`config.mk`:
```
export PLATFORM = sky130hd
export DESIGN_NAME = auc_wnaf_ctrl_flat
export DESIGN_NICKNAME = d
export VERILOG_FILES = /design/src/rtl/auc_wnaf_pkg.sv /design/src/rtl/auc_wnaf_ctrl_if.sv /design/src/rtl/auc_wnaf_adec.sv /design/src/rtl/auc_wnaf_ctrl.sv /design/src/flat_wrapper.sv
export SDC_FILE = /design/constraint.sdc
export NUM_CORES = 1
export LEC_CHECK = 0
export ABC_AREA = 0
export BUFFER_PORTS_ARGS = -buffer_cell sky130_fd_sc_hd__clkbuf_2
export CORE_ASPECT_RATIO = 0.7
export CORE_MARGIN = 5
export CORE_UTILIZATION = 50
export CTS_CLUSTER_DIAMETER = 100
export CTS_CLUSTER_SIZE = 25
export DETAILED_ROUTE_END_ITERATION = 8
export HOLD_SLACK_MARGIN = 0.05
export PLACE_DENSITY = 0.86
export SYNTH_ARGS = -nofsm -noshare
export SYNTH_HDL_FRONTEND = slang
export SYNTH_HIERARCHICAL = 1
export SYNTH_SLANG_ARGS = --single-unit
```
`constraint.sdc`:
```
create_clock -name clk -period 6 [get_ports clk]
set_input_delay 0.6 -clock clk [delete_from_list [all_inputs] [get_ports clk]]
set_output_delay 0.6 -clock clk [all_outputs]
set_load 0.01 [all_outputs]
```
`src/rtl/auc_wnaf_pkg.sv`:
```
// Shared types for the wNAF sequencer: FSM state encoding, phase codes, digit legality check.
package auc_wnaf_pkg;

    typedef enum logic [2:0] {
        ST_IDLE,
        ST_PRE,
        ST_FETCH,
        ST_LOAD,
        ST_DBL,
        ST_ADD,
        ST_CONV,
        ST_FIN
    } state_t;

    localparam logic [1:0] PH_PRE  = 2'b00;
    localparam logic [1:0] PH_DBL  = 2'b01;
    localparam logic [1:0] PH_ADD  = 2'b10;
    localparam logic [1:0] PH_CONV = 2'b11;

    // wNAF digits are zero or odd; a nonzero even magnitude cannot come from a valid recoder.
    function automatic logic dig_illegal(input logic [15:0] mag);
        return (mag != 16'd0) && !mag[0];
    endfunction

endpackage

```
`src/rtl/auc_wnaf_ctrl_if.sv`:
```
// Handshake bundle between the wNAF sequencer, the digit recoder and the point engines.
interface auc_wnaf_ctrl_if #(
    parameter int ADDR   = 5,
    parameter int WINDOW = 4,
    parameter int CNT_W  = 16
);
    logic              start;
    logic              abort;
    logic              naf_vld;
    logic [WINDOW-1:0] naf_dig;
    logic              naf_last;
    logic              naf_rdy;
    logic              pre_en,  pre_done;
    logic              ld_en,   ld_end;
    logic              dbl_en,  dbl_end;
    logic              add_en,  add_end;
    logic              conv_en, conv_done;
    logic [ADDR-1:0]   paddx, paddy, paddz;
    logic              psign;
    logic              paffine;
    logic [1:0]        phase;
    logic              busy, done, inf, err;
    logic [CNT_W-1:0]  dbl_cnt, add_cnt;

    modport ctrl (
        input  start, abort, naf_vld, naf_dig, naf_last,
               pre_done, ld_end, dbl_end, add_end, conv_done,
        output naf_rdy, pre_en, ld_en, dbl_en, add_en, conv_en,
               paddx, paddy, paddz, psign, paffine, phase,
               busy, done, inf, err, dbl_cnt, add_cnt
    );

    modport host (
        output start, abort, naf_vld, naf_dig, naf_last,
               pre_done, ld_end, dbl_end, add_end, conv_done,
        input  naf_rdy, pre_en, ld_en, dbl_en, add_en, conv_en,
               paddx, paddy, paddz, psign, paffine, phase,
               busy, done, inf, err, dbl_cnt, add_cnt
    );
endinterface

```
`src/rtl/auc_wnaf_adec.sv`:
```
// Digit -> precompute-table address decoder; outputs are captured when a digit is latched.
module auc_wnaf_adec #(
    parameter int ADDR     = 5,
    parameter int WINDOW   = 4,
    parameter int TBL_BASE = 0,
    parameter int ONE_ADDR = 19
) (
    input  logic              clk,
    input  logic              rst,
    input  logic              lat,
    input  logic [WINDOW-3:0] j_in,
    input  logic              sign_in,
    output logic [ADDR-1:0]   paddx,
    output logic [ADDR-1:0]   paddy,
    output logic [ADDR-1:0]   paddz,
    output logic              paffine,
    output logic              psign
);
    if (TBL_BASE + 3 * (2 ** (WINDOW - 2) - 1) + 1 >= 2 ** ADDR) begin : g_tbl_overflow
        $error("auc_wnaf_adec: precompute table does not fit in the RAM address space");
    end

    logic [ADDR-1:0] j_a, x_a;

    // kG with k=2j+1 lives at X=base+3j-1; Y and Z follow it.
    assign j_a = ADDR'(j_in);
    assign x_a = ADDR'(TBL_BASE) + j_a + j_a + j_a - ADDR'(1);

    always_ff @(posedge clk or negedge rst) begin
        if (!rst) begin
            paddx   <= '0;
            paddy   <= '0;
            paddz   <= '0;
            paffine <= 1'b0;
            psign   <= 1'b0;
        end else if (lat) begin
            psign <= sign_in;
            if (j_in == '0) begin
                paddx   <= ADDR'(TBL_BASE);
                paddy   <= ADDR'(TBL_BASE) + ADDR'(1);
                paddz   <= ADDR'(ONE_ADDR);
                paffine <= 1'b1;
            end else begin
                paddx   <= x_a;
                paddy   <= x_a + ADDR'(1);
                paddz   <= x_a + ADDR'(2);
                paffine <= 1'b0;
            end
        end
    end

endmodule

```
`src/rtl/auc_wnaf_ctrl.sv`:
```
// wNAF point-multiplication sequencer: precompute, leading load, per-digit double/add, affine conversion.
// Optional macro AUC_WNAF_STAT_EN builds the saturating per-run dbl/add statistics counters.
module auc_wnaf_ctrl
    import auc_wnaf_pkg::*;
#(
    parameter int ADDR     = 5,
    parameter int WINDOW   = 4,
    parameter int TBL_BASE = 0,
    parameter int ONE_ADDR = 19,
    parameter int CNT_W    = 16
) (
    input  logic          clk,
    input  logic          rst,
    auc_wnaf_ctrl_if.ctrl bus
);
    localparam int MAG_W = WINDOW - 1;

    state_t           state_reg, state_next;
    logic             acc_vld_reg, last_reg, dig_nz_reg;
    logic             pre_en_reg, ld_en_reg, dbl_en_reg, add_en_reg, conv_en_reg;
    logic             done_reg, inf_reg, err_reg;
    logic             pre_en_next, ld_en_next, dbl_en_next, add_en_next, conv_en_next;
    logic             done_next, inf_next, err_next;
    logic [1:0]       phase_reg, phase_next;
    logic [MAG_W-1:0] mag_in;
    logic             take, in_zero, in_illegal, start_acc, entering;

    assign mag_in     = bus.naf_dig[MAG_W-1:0];
    assign in_zero    = (mag_in == '0);
    assign in_illegal = dig_illegal(16'(mag_in));
    assign take       = (state_reg == ST_FETCH) && bus.naf_vld && !bus.abort;
    assign start_acc  = (state_reg == ST_IDLE) && bus.start && !bus.abort;

    always_ff @(posedge clk or negedge rst) begin
        if (!rst) begin
            state_reg   <= ST_IDLE;
            acc_vld_reg <= 1'b0;
            last_reg    <= 1'b0;
            dig_nz_reg  <= 1'b0;
        end else begin
            state_reg <= state_next;
            if (start_acc)
                acc_vld_reg <= 1'b0;
            else if (state_reg == ST_LOAD && bus.ld_end && !bus.abort)
                acc_vld_reg <= 1'b1;
            if (take) begin
                last_reg   <= bus.naf_last;
                dig_nz_reg <= !in_zero;
            end
        end
    end

    always_comb begin
        state_next = state_reg;
        if (bus.abort) begin
            state_next = ST_IDLE;
        end else begin
            case (state_reg)
                ST_IDLE:  if (bus.start) state_next = ST_PRE;
                ST_PRE:   if (bus.pre_done) state_next = ST_FETCH;
                ST_FETCH: if (bus.naf_vld) begin
                    if (in_illegal)       state_next = ST_IDLE;
                    else if (acc_vld_reg) state_next = ST_DBL;
                    else if (!in_zero)    state_next = ST_LOAD;
                    else if (bus.naf_last) state_next = ST_FIN;
                end
                ST_LOAD:  if (bus.ld_end) state_next = last_reg ? ST_CONV : ST_FETCH;
                ST_DBL:   if (bus.dbl_end) state_next = dig_nz_reg ? ST_ADD :
                                                        (last_reg ? ST_CONV : ST_FETCH);
                ST_ADD:   if (bus.add_end) state_next = last_reg ? ST_CONV : ST_FETCH;
                ST_CONV:  if (bus.conv_done) state_next = ST_FIN;
                ST_FIN:   state_next = ST_IDLE;
                default:  state_next = ST_IDLE;
            endcase
        end
    end

    // Enables and phase follow the state being entered so they line up with its first cycle.
    always_comb begin
        entering     = (state_next != state_reg);
        pre_en_next  = entering && (state_next == ST_PRE);
        ld_en_next   = entering && (state_next == ST_LOAD);
        dbl_en_next  = entering && (state_next == ST_DBL);
        add_en_next  = entering && (state_next == ST_ADD);
        conv_en_next = entering && (state_next == ST_CONV);
        done_next    = entering && (state_next == ST_FIN);
        inf_next     = done_next && !acc_vld_reg;
        err_next     = take && in_illegal;
        phase_next   = phase_reg;
        case (state_next)
            ST_PRE:          phase_next = PH_PRE;
            ST_DBL:          phase_next = PH_DBL;
            ST_LOAD, ST_ADD: phase_next = PH_ADD;
            ST_CONV:         phase_next = PH_CONV;
            default:         phase_next = phase_reg;
        endcase
    end

    always_ff @(posedge clk or negedge rst) begin
        if (!rst) begin
            pre_en_reg  <= 1'b0;
            ld_en_reg   <= 1'b0;
            dbl_en_reg  <= 1'b0;
            add_en_reg  <= 1'b0;
            conv_en_reg <= 1'b0;
            done_reg    <= 1'b0;
            inf_reg     <= 1'b0;
            err_reg     <= 1'b0;
            phase_reg   <= PH_PRE;
        end else begin
            pre_en_reg  <= pre_en_next;
            ld_en_reg   <= ld_en_next;
            dbl_en_reg  <= dbl_en_next;
            add_en_reg  <= add_en_next;
            conv_en_reg <= conv_en_next;
            done_reg    <= done_next;
            inf_reg     <= inf_next;
            err_reg     <= err_next;
            phase_reg   <= phase_next;
        end
    end

    auc_wnaf_adec #(
        .ADDR     (ADDR),
        .WINDOW   (WINDOW),
        .TBL_BASE (TBL_BASE),
        .ONE_ADDR (ONE_ADDR)
    ) u_adec (
        .clk     (clk),
        .rst     (rst),
        .lat     (take),
        .j_in    (bus.naf_dig[MAG_W-1:1]),
        .sign_in (bus.naf_dig[WINDOW-1]),
        .paddx   (bus.paddx),
        .paddy   (bus.paddy),
        .paddz   (bus.paddz),
        .paffine (bus.paffine),
        .psign   (bus.psign)
    );

    assign bus.naf_rdy = take;
    assign bus.busy    = (state_reg != ST_IDLE);
    assign bus.pre_en  = pre_en_reg;
    assign bus.ld_en   = ld_en_reg;
    assign bus.dbl_en  = dbl_en_reg;
    assign bus.add_en  = add_en_reg;
    assign bus.conv_en = conv_en_reg;
    assign bus.done    = done_reg;
    assign bus.inf     = inf_reg;
    assign bus.err     = err_reg;
    assign bus.phase   = phase_reg;

`ifdef AUC_WNAF_STAT_EN
    logic [1:0]            cnt_inc;
    logic [1:0][CNT_W-1:0] cnt_val;
    assign cnt_inc = {add_en_reg, dbl_en_reg};

    genvar gi;
    for (gi = 0; gi < 2; gi++) begin : g_cnt
        logic [CNT_W-1:0] cnt_reg;
        always_ff @(posedge clk or negedge rst) begin
            if (!rst)
                cnt_reg <= '0;
            else if (start_acc)
                cnt_reg <= '0;
            else if (cnt_inc[gi] && !(&cnt_reg))
                cnt_reg <= cnt_reg + CNT_W'(1);
        end
        assign cnt_val[gi] = cnt_reg;
    end

    assign bus.dbl_cnt = cnt_val[0];
    assign bus.add_cnt = cnt_val[1];
`else
    assign bus.dbl_cnt = '0;
    assign bus.add_cnt = '0;
`endif

endmodule

```
`src/flat_wrapper.sv`:
```
// flat-port wrapper written by rule: the top's interface ports become plain ports
module auc_wnaf_ctrl_flat import auc_wnaf_pkg::*;
#(
    parameter int ADDR     = 5,
    parameter int WINDOW   = 4,
    parameter int TBL_BASE = 0,
    parameter int ONE_ADDR = 19,
    parameter int CNT_W    = 16
)
  (clk, rst, bus_start, bus_abort, bus_naf_vld, bus_naf_dig, bus_naf_last, bus_pre_done, bus_ld_end, bus_dbl_end, bus_add_end, bus_conv_done, bus_naf_rdy, bus_pre_en, bus_ld_en, bus_dbl_en, bus_add_en, bus_conv_en, bus_paddx, bus_paddy, bus_paddz, bus_psign, bus_paffine, bus_phase, bus_busy, bus_done, bus_inf, bus_err, bus_dbl_cnt, bus_add_cnt);
  auc_wnaf_ctrl_if #(.ADDR(ADDR), .WINDOW(WINDOW), .CNT_W(CNT_W)) bus_i ();
  input  logic clk;
  input  logic rst;
  input wire logic [$bits(bus_i.start)-1:0] bus_start;
  input wire logic [$bits(bus_i.abort)-1:0] bus_abort;
  input wire logic [$bits(bus_i.naf_vld)-1:0] bus_naf_vld;
  input wire logic [$bits(bus_i.naf_dig)-1:0] bus_naf_dig;
  input wire logic [$bits(bus_i.naf_last)-1:0] bus_naf_last;
  input wire logic [$bits(bus_i.pre_done)-1:0] bus_pre_done;
  input wire logic [$bits(bus_i.ld_end)-1:0] bus_ld_end;
  input wire logic [$bits(bus_i.dbl_end)-1:0] bus_dbl_end;
  input wire logic [$bits(bus_i.add_end)-1:0] bus_add_end;
  input wire logic [$bits(bus_i.conv_done)-1:0] bus_conv_done;
  output wire logic [$bits(bus_i.naf_rdy)-1:0] bus_naf_rdy;
  output wire logic [$bits(bus_i.pre_en)-1:0] bus_pre_en;
  output wire logic [$bits(bus_i.ld_en)-1:0] bus_ld_en;
  output wire logic [$bits(bus_i.dbl_en)-1:0] bus_dbl_en;
  output wire logic [$bits(bus_i.add_en)-1:0] bus_add_en;
  output wire logic [$bits(bus_i.conv_en)-1:0] bus_conv_en;
  output wire logic [$bits(bus_i.paddx)-1:0] bus_paddx;
  output wire logic [$bits(bus_i.paddy)-1:0] bus_paddy;
  output wire logic [$bits(bus_i.paddz)-1:0] bus_paddz;
  output wire logic [$bits(bus_i.psign)-1:0] bus_psign;
  output wire logic [$bits(bus_i.paffine)-1:0] bus_paffine;
  output wire logic [$bits(bus_i.phase)-1:0] bus_phase;
  output wire logic [$bits(bus_i.busy)-1:0] bus_busy;
  output wire logic [$bits(bus_i.done)-1:0] bus_done;
  output wire logic [$bits(bus_i.inf)-1:0] bus_inf;
  output wire logic [$bits(bus_i.err)-1:0] bus_err;
  output wire logic [$bits(bus_i.dbl_cnt)-1:0] bus_dbl_cnt;
  output wire logic [$bits(bus_i.add_cnt)-1:0] bus_add_cnt;
  assign bus_i.start = bus_start;
  assign bus_i.abort = bus_abort;
  assign bus_i.naf_vld = bus_naf_vld;
  assign bus_i.naf_dig = bus_naf_dig;
  assign bus_i.naf_last = bus_naf_last;
  assign bus_i.pre_done = bus_pre_done;
  assign bus_i.ld_end = bus_ld_end;
  assign bus_i.dbl_end = bus_dbl_end;
  assign bus_i.add_end = bus_add_end;
  assign bus_i.conv_done = bus_conv_done;
  assign bus_naf_rdy = bus_i.naf_rdy;
  assign bus_pre_en = bus_i.pre_en;
  assign bus_ld_en = bus_i.ld_en;
  assign bus_dbl_en = bus_i.dbl_en;
  assign bus_add_en = bus_i.add_en;
  assign bus_conv_en = bus_i.conv_en;
  assign bus_paddx = bus_i.paddx;
  assign bus_paddy = bus_i.paddy;
  assign bus_paddz = bus_i.paddz;
  assign bus_psign = bus_i.psign;
  assign bus_paffine = bus_i.paffine;
  assign bus_phase = bus_i.phase;
  assign bus_busy = bus_i.busy;
  assign bus_done = bus_i.done;
  assign bus_inf = bus_i.inf;
  assign bus_err = bus_i.err;
  assign bus_dbl_cnt = bus_i.dbl_cnt;
  assign bus_add_cnt = bus_i.add_cnt;
  auc_wnaf_ctrl #(.ADDR(ADDR), .WINDOW(WINDOW), .TBL_BASE(TBL_BASE), .ONE_ADDR(ONE_ADDR), .CNT_W(CNT_W)) u_core (.clk(clk), .rst(rst), .bus(bus_i));
endmodule
```
== Word level (Yosys, flattened, before mapping) ==
Index checks and enable logic that the tools add are counted.

* Flip-flop bits (word level): 33
* Bits of input ports: 15
* Output and inout bits: 61
* Word-level logic and storage cells: 86

* Add/sub/neg operators: 5
* Equality and inequality tests: 14
* Multiplexer cells: 22
* Reductions and logical operators: 27

{| class="wikitable"
|+ Operators by type and width
! operator !! count
|-
| $mux 3 || 14
|-
| $eq 3x3->1 const B || 8
|-
| $pmux 3 s8 || 1
|-
| $logic_and 1x1->1 || 15
|-
| $mux 5 || 3
|-
| $eq 3x2->1 const B || 3
|-
| $pmux 2 s4 || 1
|-
| $eq 3x1->1 const B || 2
|-
| $logic_not 3->1 || 2
|-
| $reduce_bool 3->1 || 2
|-
| $add 5x1->5 const B || 1
|-
| $add 5x2->5 const B || 1
|-
| $sub 4x1->5 const B || 1
|-
| $add 3x2->4 || 1
|-
| $logic_not 1->1 || 4
|-
| $reduce_bool 4->1 || 1
|-
| $add 2x2->3 || 1
|-
| $mux 1 || 3
|-
| $ne 3x3->1 || 1
|-
| $logic_not 2->1 || 1
|-
| $reduce_bool 2->1 || 1
|-
| $reduce_or 2->1 || 1
|}

== Depth between registers and ports, before layout ==
Gate-level depths: netlist (run 1).

* Depth after elaboration: 10
* Gate-level depth with buffers: 8
* Mapped depth without buffers: 6

== Modules after synthesis ==
The synthesis (run 1) kept the hierarchy.

{| class="wikitable"
|+ By module, submodules not included
! module !! instances !! cells an instance !! area an instance (µm²) !! sequential area each (µm²)
|-
| auc_wnaf_ctrl || 1 || 136 || 1188.6 || 400.4
|-
| auc_wnaf_adec || 1 || 44 || 613.1 || 300.3
|}

== Least setup slack after synthesis (run 1) ==
No wires, ideal clock.

* Path type: input to register
* From: in bus_naf_dig[1]
* To: reg u_core.conv_en_reg (netlist: u_core/bus.conv_en)
* Setup time: 0.094 ns
* Arrival: 2.024 ns
* Required time: 5.906 ns
* Setup slack: 3.882 ns
* Cell stages on the path: 6
* Path buffers: 1
* Cells stage by stage: o21ba_2 -> o31ai_1 -> or3b_2 -> clkbuf_1 -> nand2b_2 -> a211oi_1

* Word-level cells in the longest chain between the ends: 9
* Elaborated cells between the ends (all ways): 12
* Classes of those cells: 2 x eq/ne; 6 x mux; 4 x reduce/logical

{| class="wikitable"
|+ RTL lines
! element !! line !! source
|-
| from (decl) || flat_wrapper.sv:17 || <nowiki>input wire logic [$bits(bus_i.naf_dig)-1:0] bus_naf_dig;</nowiki>
|-
| $logic_not 3->1 || auc_wnaf_ctrl.sv:29 || <nowiki>assign in_zero = (mag_in == '0);</nowiki>
|-
| $mux 3 || auc_wnaf_ctrl.sv:64 || <nowiki>else if (!in_zero) state_next = ST_LOAD;</nowiki>
|-
| $mux 3 || auc_wnaf_ctrl.sv:63 || <nowiki>else if (acc_vld_reg) state_next = ST_DBL;</nowiki>
|-
| $mux 3 * || auc_wnaf_ctrl.sv:62 || <nowiki>if (in_illegal) state_next = ST_IDLE;</nowiki>
|-
| $mux 3 * || auc_wnaf_ctrl.sv:61 || <nowiki>ST_FETCH: if (bus.naf_vld) begin</nowiki>
|-
| $pmux 3 s8 * || auc_wnaf_ctrl.sv:58 || <nowiki>case (state_reg)</nowiki>
|-
| $mux 3 * || auc_wnaf_ctrl.sv:55 || <nowiki>if (bus.abort) begin</nowiki>
|-
| $ne 3x3->1 or $eq 3x3->1 (tied branches) || auc_wnaf_ctrl.sv:80, auc_wnaf_ctrl.sv:85 ||
|-
| $logic_and 1x1->1 * || auc_wnaf_ctrl.sv:85 || <nowiki>conv_en_next = entering && (state_next == ST_CONV);</nowiki>
|-
| via u_core.conv_en_next || auc_wnaf_ctrl.sv:22 || <nowiki>logic pre_en_next, ld_en_next, dbl_en_next, add_en_next, conv_en_next;</nowiki>
|-
| to (signal assigned) || auc_wnaf_ctrl.sv:115 || <nowiki>conv_en_reg <= conv_en_next;</nowiki>
|-
| to (decl) || auc_wnaf_ctrl.sv:20 || <nowiki>logic pre_en_reg, ld_en_reg, dbl_en_reg, add_en_reg, conv_en_reg;</nowiki>
|}

Mark *: on every way through the listed nets, which the timed path passes. The rest lies on a longest branch.
A chain may end at the register's enable or synchronous reset.

== Worst setup path after layout (run 1) ==
* From: reg u_core.state_reg[0]
* To: out bus_naf_rdy

* Word-level cells in the longest chain between the ends: 3

{| class="wikitable"
|+ RTL lines
! element !! line !! source
|-
| from (decl) || auc_wnaf_ctrl.sv:18 || <nowiki>state_t state_reg, state_next;</nowiki>
|-
| from (signal assigned) || auc_wnaf_ctrl.sv:41 || <nowiki>state_reg <= state_next;</nowiki>
|-
| $eq 3x2->1 || auc_wnaf_ctrl.sv:31 || <nowiki>assign take = (state_reg == ST_FETCH) && bus.naf_vld && !bus.abort;</nowiki>
|-
| $logic_and 1x1->1 (2 in a row) || auc_wnaf_ctrl.sv:31 ||
|-
| to (decl) || flat_wrapper.sv:24 || <nowiki>output wire logic [$bits(bus_i.naf_rdy)-1:0] bus_naf_rdy;</nowiki>
|}

No other way between the ends.

==> impl_metrics.ini, run 1 <==
[outcome]
status = complete, no violations

[clocking]
clock_sinks = 28
numCtsBuffers = 3
hold_buffers = 0
cts_tree = yes
clockRootBuffer = clkbuf_8
worstSkewPairLatency_ps = 270
post_cts_buffers = 0
path_clk_slew_ps = 90
cts_resized = 0
cts-htree-levels = 1
cts_buffer_depth = 2

[worst_setup_path]
worstSetupPathType = register to primary output
path_cells = or4_1, inv_1, clkbuf_2
startpoint_type = register
slowest_stage = or4_1
critPathRequiredTime_ps = 5400
ff2ff_setup_slack_ps = 3730
critical_path_peak_fanout = 16
reg2reg_from = u_core/state_reg[0]
worst_ep_arrival_time_ps = 2240
cpPeakStageDelay_ps = 640
end_kind = primary output
timing.rr.end = u_core/bus.conv_en
rr_worst_depth = 5

[drt]
vias_per_cell = 4.74
detail_route.wl_per_cell_um = 13.6
drt_iter0_drc = 63
firstDrtPassIters = 4
wl_mm = 3.60
drc = 0
ant_nets = 0
vias = 1255

[layout]
fillers = 322
mostFrequentLayoutCells = clkbuf_2, conb_1, dfrtp_1, nor2_1, inv_1
num_antenna_cells = 0
drive_above_1_share_pct = 30.2
syn2layout_area_growth_pct = 8.19
layout.cells.non_filler = 265
fin_util_pct = 55.8
layout_commonest_cell = clkbuf_2
nets = 239
largest_reg_flops = 5

[power_and_ir_drop]
p_leak_nw = 1.08
fin_total_pwr_uw = 405
powerDensity_nw_per_um2 = 208
ir_drop_uv = 124

[global_routing]
antenna_found_initial = 0
grtUsageTotal_pct = 14.5
grt_pass1_wl_mm = 5.36
grt_pass1_vias = 1146
grt_overflow_total = 0
grt_start_max_net_pins = 29

[logic_synthesis]
async_flop_share_pct = 100
synth_area_per_cell_um2 = 10.0
synth_edf_count = 0
synthFlopType = dfrtp_1
yosysSeqAreaShare_pct = 38.9
yosys.area_share.simple_pct = 13.3
ys_types = 43
ys_warn_count = 6
ys_seq_elements = 28
synthCells = 180
synth_mux_area_share_pct = 9.58
syn-cell-area_um2 = 1800
synth-compound-area-share_pct = 12.2
synthAdderAreaFrac_pct = 5.56
synth_top_family_by_area = buffers and inverters
synth-xor-area-share_pct = 0

[timing]
hold_violations = 0
fin_crit_ps = 2840
slew_viol_final = 0
skew_ps = 4.26
tns_ps = 0
hold_slack_ps = 347
tightest_slew_ps = 682
rsz0062_at_grt = no
max_freq_mhz = 352
setup_viol = 0
post-route-period-util_pct = 47.3
max_slew_margin_pct = 54.6

[floorplan]
ios = 76
start_util_pct = 51.6
core_area_um2 = 3490
die_w_um = 81.8
die_h_um = 60.2
rows = 18
die_area_um2 = 4920

[job]
drv_cap = 0

[place]
hpwl_mm = 2.77
dp_cells = 261
place.port_buffers = 43
gp_congestion = 0.892

[hold_path]
hold_path_class = input pin to asynchronous set/reset pin
[per-layer routing]
layer / up-vias / track usage (%) / part of all wire, %
li1: 610 / - / -
met1: 585 / 19.7 / 46
met2: 56 / 22.1 / 45
met3: 4 / 4.82 / 8.5
met4: 0 / 3.79 / 0.50
met5: - / 0 / 0
[report_power, final]
part	internal, mW	switching, mW	total, mW
Sequential	0.194	0.00602	0.200
Clock	0.0893	0.0577	0.147
Combinational	0.0212	0.0363	0.0575
Total	0.305	0.100	0.405
[final cells by class]
class	instances	area, um2	area share (%)
clock inverters	1	30.0	1.54
clock buffers	3	41.3	2.12
multi-input cells	127	851	43.6
inverters	13	48.8	2.50
repair buffers	43	215	11.0
well taps	50	62.6	3.21
flip-flops and latches	28	701	35.9
[stage by stage]
step | area, um2 | worst slack (ps)
after floorplan | 1920 | 3880
after global placement | 1880 | 3410
after detailed placement | 1880 | 3370
after CTS | 1950 | 3150
after global routing | 1950 | 3050
final | 1950 | 3160
[critical path: cells and delay by family (launching register included)]
family,cells,cell delay [ps]
buf+inv,2,770
simple gates,1,640
flops,1,550
[logic make-up (layout without fill, tap and decap cells)]
| logic type | after synthesis | count (layout) |
|---|---|---|
| flops | 28 | 28 |
| other cells | 1 | 32 |
| simple gates | 43 | 43 |
| fa+ha+maj | 8 | 8 |
| buf+inv | 56 | 60 |
| compound gates | 31 | 31 |
| mux | 13 | 13 |
[synthesized netlist by cell type, types with 2 or more instances]
cell type	n	area share, %
buf_4	37	15
dfrtp_1	28	39
nor2_1	14	2.9
inv_1	13	2.7
a21oi_1	10	2.8
ha_1	8	5.6
mux2_4	5	4.2
nand2_1	5	1.0
a31oi_1	4	1.4
mux2_2	4	2.5
a211oi_1	3	1.2
and3_1	3	1.0
mux2i_1	3	1.7
nor2b_1	3	1.0
nor3_1	3	0.83
a21o_1	2	0.83
buf_2	2	0.56
buf_6	2	1.2
clkbuf_1	2	0.42
nand2b_1	2	0.69
nor4_1	2	0.69
o211ai_1	2	0.83
o21ai_1	2	0.56
or3b_2	2	0.97
[how the worst max path moves through the flow]
stage / endpoint / slack [ps] / cells after the start / startpoint
floorplan: u_core/bus.conv_en / 3880 / 6 / bus_naf_dig[1]
global placement: bus_naf_rdy / 3410 / 4 / bus_abort
detailed placement: bus_naf_rdy / 3370 / 5 / bus_naf_vld
CTS: bus_naf_rdy / 3150 / 3 / u_core/state_reg[0]
global route: bus_naf_rdy / 3050 / 3 / u_core/state_reg[0]
finish: bus_naf_rdy / 3160 / 3 / u_core/state_reg[0]
(Power assumes the default switching activity.)
==> inputs of run 2 (changes only) <==
--- a/config.mk
+++ b/config.mk
@@ -9,12 +9,12 @@
 export BUFFER_PORTS_ARGS = -buffer_cell sky130_fd_sc_hd__clkbuf_2
 export CORE_ASPECT_RATIO = 0.7
 export CORE_MARGIN = 5
-export CORE_UTILIZATION = 50
+export CORE_UTILIZATION = 48
 export CTS_CLUSTER_DIAMETER = 100
 export CTS_CLUSTER_SIZE = 25
 export DETAILED_ROUTE_END_ITERATION = 8
 export HOLD_SLACK_MARGIN = 0.05
-export PLACE_DENSITY = 0.86
+export PLACE_DENSITY = 0.83
 export SYNTH_ARGS = -nofsm -noshare
 export SYNTH_HDL_FRONTEND = slang
 export SYNTH_HIERARCHICAL = 1
==> constraint.sdc (replaced) <==
create_clock -name clk -period 2.9 [get_ports clk]
set_input_delay 0.29 -clock clk [delete_from_list [all_inputs] [get_ports clk]]
set_output_delay 0.29 -clock clk [all_outputs]
set_load 0.01 [all_outputs]
==> impl_metrics.ini, run 2 (synthesis gave the netlist of run 1 again) <==
[outcome]
status = complete, no violations

[power_and_ir_drop]
fin_total_pwr_uw = 834
p_leak_nw = 1.08
ir_drop_uv = 249
powerDensity_nw_per_um2 = 428

[clocking]
path_clk_slew_ps = 90
cts_tree = yes
numCtsBuffers = 3
clock_sinks = 28
cts_buffer_depth = 2
worstSkewPairLatency_ps = 270
clockRootBuffer = clkbuf_8
cts-htree-levels = 1
cts_resized = 0
post_cts_buffers = 0
hold_buffers = 0

[global_routing]
grt_overflow_total = 0
antenna_found_initial = 0
grt_start_max_net_pins = 29
grt_pass1_vias = 1189
grtUsageTotal_pct = 13.8
grt_pass1_wl_mm = 5.66

[drt]
drt_iter0_drc = 87
ant_nets = 0
vias = 1260
vias_per_cell = 4.75
wl_mm = 3.41
detail_route.wl_per_cell_um = 12.9
drc = 0
firstDrtPassIters = 4

[timing]
tns_ps = 0
rsz0062_at_grt = no
setup_viol = 0
max_freq_mhz = 398
post-route-period-util_pct = 86.6
tightest_slew_ps = 669
fin_crit_ps = 2510
hold_violations = 0
worst_slack_ps = 388
slew_viol_final = 0
max_slew_margin_pct = 55.4
skew_ps = 2.20
hold_slack_ps = 32.4

[worst_setup_path]
startpoint_type = register
worst_ep_arrival_time_ps = 2220
reg2reg_from = u_core/state_reg[2]
startpoint = u_core/state_reg[0]
rr_worst_depth = 5
critical_path_peak_fanout = 16
end_kind = primary output
ff2ff_setup_slack_ps = 590
critPathRequiredTime_ps = 2610
worstSetupPathType = register to primary output
critPathCapture = bus_naf_rdy
timing.rr.end = u_core/bus.add_en

[floorplan]
die_w_um = 83.2
die_h_um = 61.3
ios = 76
start_util_pct = 50.3
die_area_um2 = 5100
rows = 18
core_area_um2 = 3580

[layout]
fillers = 330
multi_input_area_um2 = 851
layout_commonest_cell = clkbuf_2
num_antenna_cells = 0
syn2layout_area_growth_pct = 8.19
nets = 239
drive_above_1_share_pct = 30.2
regArea_um2 = 701
stdcell_area_um2 = 1950
largest_reg_flops = 5
mostFrequentLayoutCells = clkbuf_2, conb_1, dfrtp_1, nor2_1, inv_1

[job]
drv_cap = 0

[place]
place.port_buffers = 43
hpwl_mm = 2.74
place_area_um2 = 1880
pre_cts_ws_ps = 655
gp_congestion = 0.895

[hold_path]
hold_path_class = input pin to asynchronous set/reset pin
[run 2: stage by stage]
stage	utilization [%]	cells
after floorplan	-	211
after global placement	52.4	261
after detailed placement	52.4	261
after CTS	54.4	265
after global routing	54.4	265
final	54.4	265
[run 2: layout make-up]
class | instances | share of cell area, %
Clock buffer | 3 | 2.12
Inverter | 13 | 2.50
Tap cell | 50 | 3.21
Timing Repair Buffer | 43 | 11.0
Clock inverter | 1 | 1.54
Sequential cell | 28 | 35.9
Multi-Input combinational cell | 127 | 43.6
[run 2: where the power goes]
group / switching, mW / internal [mW] / leakage, nW
Combinational: 0.0743 / 0.0438 / 0.662
Clock: 0.118 / 0.185 / 0.0357
Sequential: 0.0117 / 0.402 / 0.377
Total: 0.204 / 0.630 / 1.08
[run 2: worst min-delay path by stage]
stage,to,slack (ps)
2_1_floorplan,u_core/acc_vld_reg,-6
3_3_place_gp,u_core/state_reg[1],360
3_5_place_dp,u_core/bus.add_en,370
4_1_cts,u_core/dig_nz_reg,70
5_1_grt,u_core/last_reg,100
6_report,u_core/bus.add_en,30
[run 2: routing by layer]
metal | track usage (%) | vias to the layer above | part of all wire [%]
li1 | - | 612 | -
met5 | 0 | - | 0
met3 | 4.95 | 2 | 9.5
met2 | 21.1 | 61 | 47
met1 | 19.4 | 585 | 43
met4 | 2.33 | 0 | 0.23
[run 2: worst max-delay path, cell delays in order, from the launching register on]
cell      delay [ps]
dfrtp_1          550
or4_1            640
inv_1            510
clkbuf_2         250
==> inputs of run 3 (changes only) <==
==> constraint.sdc (replaced) <==
create_clock -name clk -period 2.9 [get_ports clk]
set_input_delay 0.435 -clock clk [delete_from_list [all_inputs] [get_ports clk]]
set_output_delay 0.435 -clock clk [all_outputs]
set_load 0.01 [all_outputs]
==> impl_metrics.ini, run 3 (synthesis gave the netlist of run 1 again) <==
[outcome]
status = complete, no violations

[place]
hpwl_mm = 2.79
gp_congestion = 0.894
place.port_buffers = 43

[worst_setup_path]
rr_worst_depth = 6
worst_ep_arrival_time_ps = 1910
critical_path_peak_fanout = 15
ff2ff_setup_slack_ps = 620
end_kind = primary output
critPathRequiredTime_ps = 2470
startpoint_type = register
timing.rr.end = u_core/bus.dbl_en
worstSetupPathType = register to primary output
reg2reg_from = u_core/state_reg[2]

[floorplan]
ios = 76
die_area_um2 = 5100
start_util_pct = 50.3
die_w_um = 83.2
core_area_um2 = 3580
rows = 18
die_h_um = 61.3

[timing]
max_slew_margin_pct = 53.7
max_freq_mhz = 427
setup_viol = 0
fin_crit_ps = 2340
post-route-period-util_pct = 80.7
slew_viol_final = 0
rsz0062_at_grt = no
tightest_slew_ps = 695
hold_violations = 0
skew_ps = 4.40
tns_ps = 0

[clocking]
cts-htree-levels = 1
clockRootBuffer = clkbuf_8
cts_tree = yes
hold_buffers = 0
path_clk_slew_ps = 90
clock_sinks = 28
cts_resized = 0
numCtsBuffers = 3
post_cts_buffers = 0
cts_buffer_depth = 2
worstSkewPairLatency_ps = 280

[power_and_ir_drop]
p_sw_uw = 211
ir_drop_uv = 244
intPower_uw = 631
powerDensity_nw_per_um2 = 430
comb_power_share_pct = 14.2
p_leak_nw = 1.08
power_frac_seq_pct = 49.2
fin_total_pwr_uw = 841
clkPwrFrac_pct = 36.6
power.share.switching_pct = 25.0

[drt]
wl_mm = 3.52
vias = 1286
drt_iter0_drc = 110
drc = 0
detail_route.wl_per_cell_um = 13.2
vias_per_cell = 4.83
firstDrtPassIters = 4
ant_nets = 0

[global_routing]
grt_pass1_vias = 1181
grt_start_max_net_pins = 29
grt_pass1_wl_mm = 5.65
grtUsageTotal_pct = 13.8
antenna_found_initial = 0
grt_overflow_total = 0

[layout]
nets = 240
largest_reg_flops = 5
drive_above_1_share_pct = 30.6
num_antenna_cells = 0
syn2layout_area_growth_pct = 8.61
fillers = 332
layout_commonest_cell = clkbuf_2
mostFrequentLayoutCells = clkbuf_2, conb_1, dfrtp_1, nor2_1, inv_1

[job]
drv_cap = 0

[hold_path]
hold_path_class = input pin to asynchronous set/reset pin
run 3: changes by cell type in the layout (fill, tap and decap cells not counted), sizes merged:
cell  before  now
buf        0    1
run 3: worst max-delay path, stage by stage, from the launching register on:
cell,delay [ps]
dfrtp_1,550
or4_1,650
inv_1,240
clkbuf_2,190
run 3: metal layers:
metal	vias to the layer above	GRT usage [%]	part of all wire, %
met3	2	4.55	9.0
met5	-	0	0
met1	613	19.6	45
li1	613	-	-
met4	0	3.03	0.23
met2	58	21.0	46
run 3: through the flow:
step | cell area (um2) | std cells | utilization, % | hold slack, ps | setup WS [ps]
final | 1960 | 266 | 54.6 | 186 | 559
after global routing | 1960 | 266 | 54.6 | 237 | 437
after CTS | 1960 | 266 | 54.6 | 202 | 542
after detailed placement | 1890 | 262 | 52.7 | 497 | 627
after global placement | 1890 | 262 | 52.7 | 486 | 674
after floorplan | 1920 | 211 | - | 139 | 886
run 3: how the worst max path moves through the flow:
stage | startpoint | end | slack, ps | cells past startpoint
4_1_cts | u_core/state_reg[0] | bus_naf_rdy | 540 | 3
3_3_place_gp | u_core/state_reg[0] | u_core/bus.conv_en | 670 | 5
5_1_grt | u_core/state_reg[0] | bus_naf_rdy | 440 | 3
3_5_place_dp | bus_naf_dig[1] | u_core/bus.dbl_en | 630 | 6
2_1_floorplan | u_core/state_reg[2] | u_core/bus.conv_en | 890 | 7
6_report | u_core/state_reg[0] | bus_naf_rdy | 560 | 3
run 3: final cells by class:
cell class | count | area [um2] | share of cell area (%)
Sequential cell | 28 | 701 | 35.8
Inverter | 13 | 48.8 | 2.49
Multi-Input combinational cell | 127 | 851 | 43.5
Clock buffer | 3 | 41.3 | 2.11
Timing Repair Buffer | 44 | 223 | 11.4
Clock inverter | 1 | 30.0 | 1.53
Tap cell | 50 | 62.6 | 3.20
run 3: power by group through the flow:
| stage | Clock, mW | Combinational [mW] | Sequential, mW |
|---|---|---|---|
| 6_report | 0.308 | 0.119 | 0.414 |
| 5_1_grt | 0.332 | 0.134 | 0.417 |
| 4_1_cts | 0.320 | 0.119 | 0.414 |
| 3_5_place_dp | 0 | 0.119 | 0.422 |
| 3_3_place_gp | 0 | 0.116 | 0.421 |
| 2_1_floorplan | 0 | 0.109 | 0.421 |
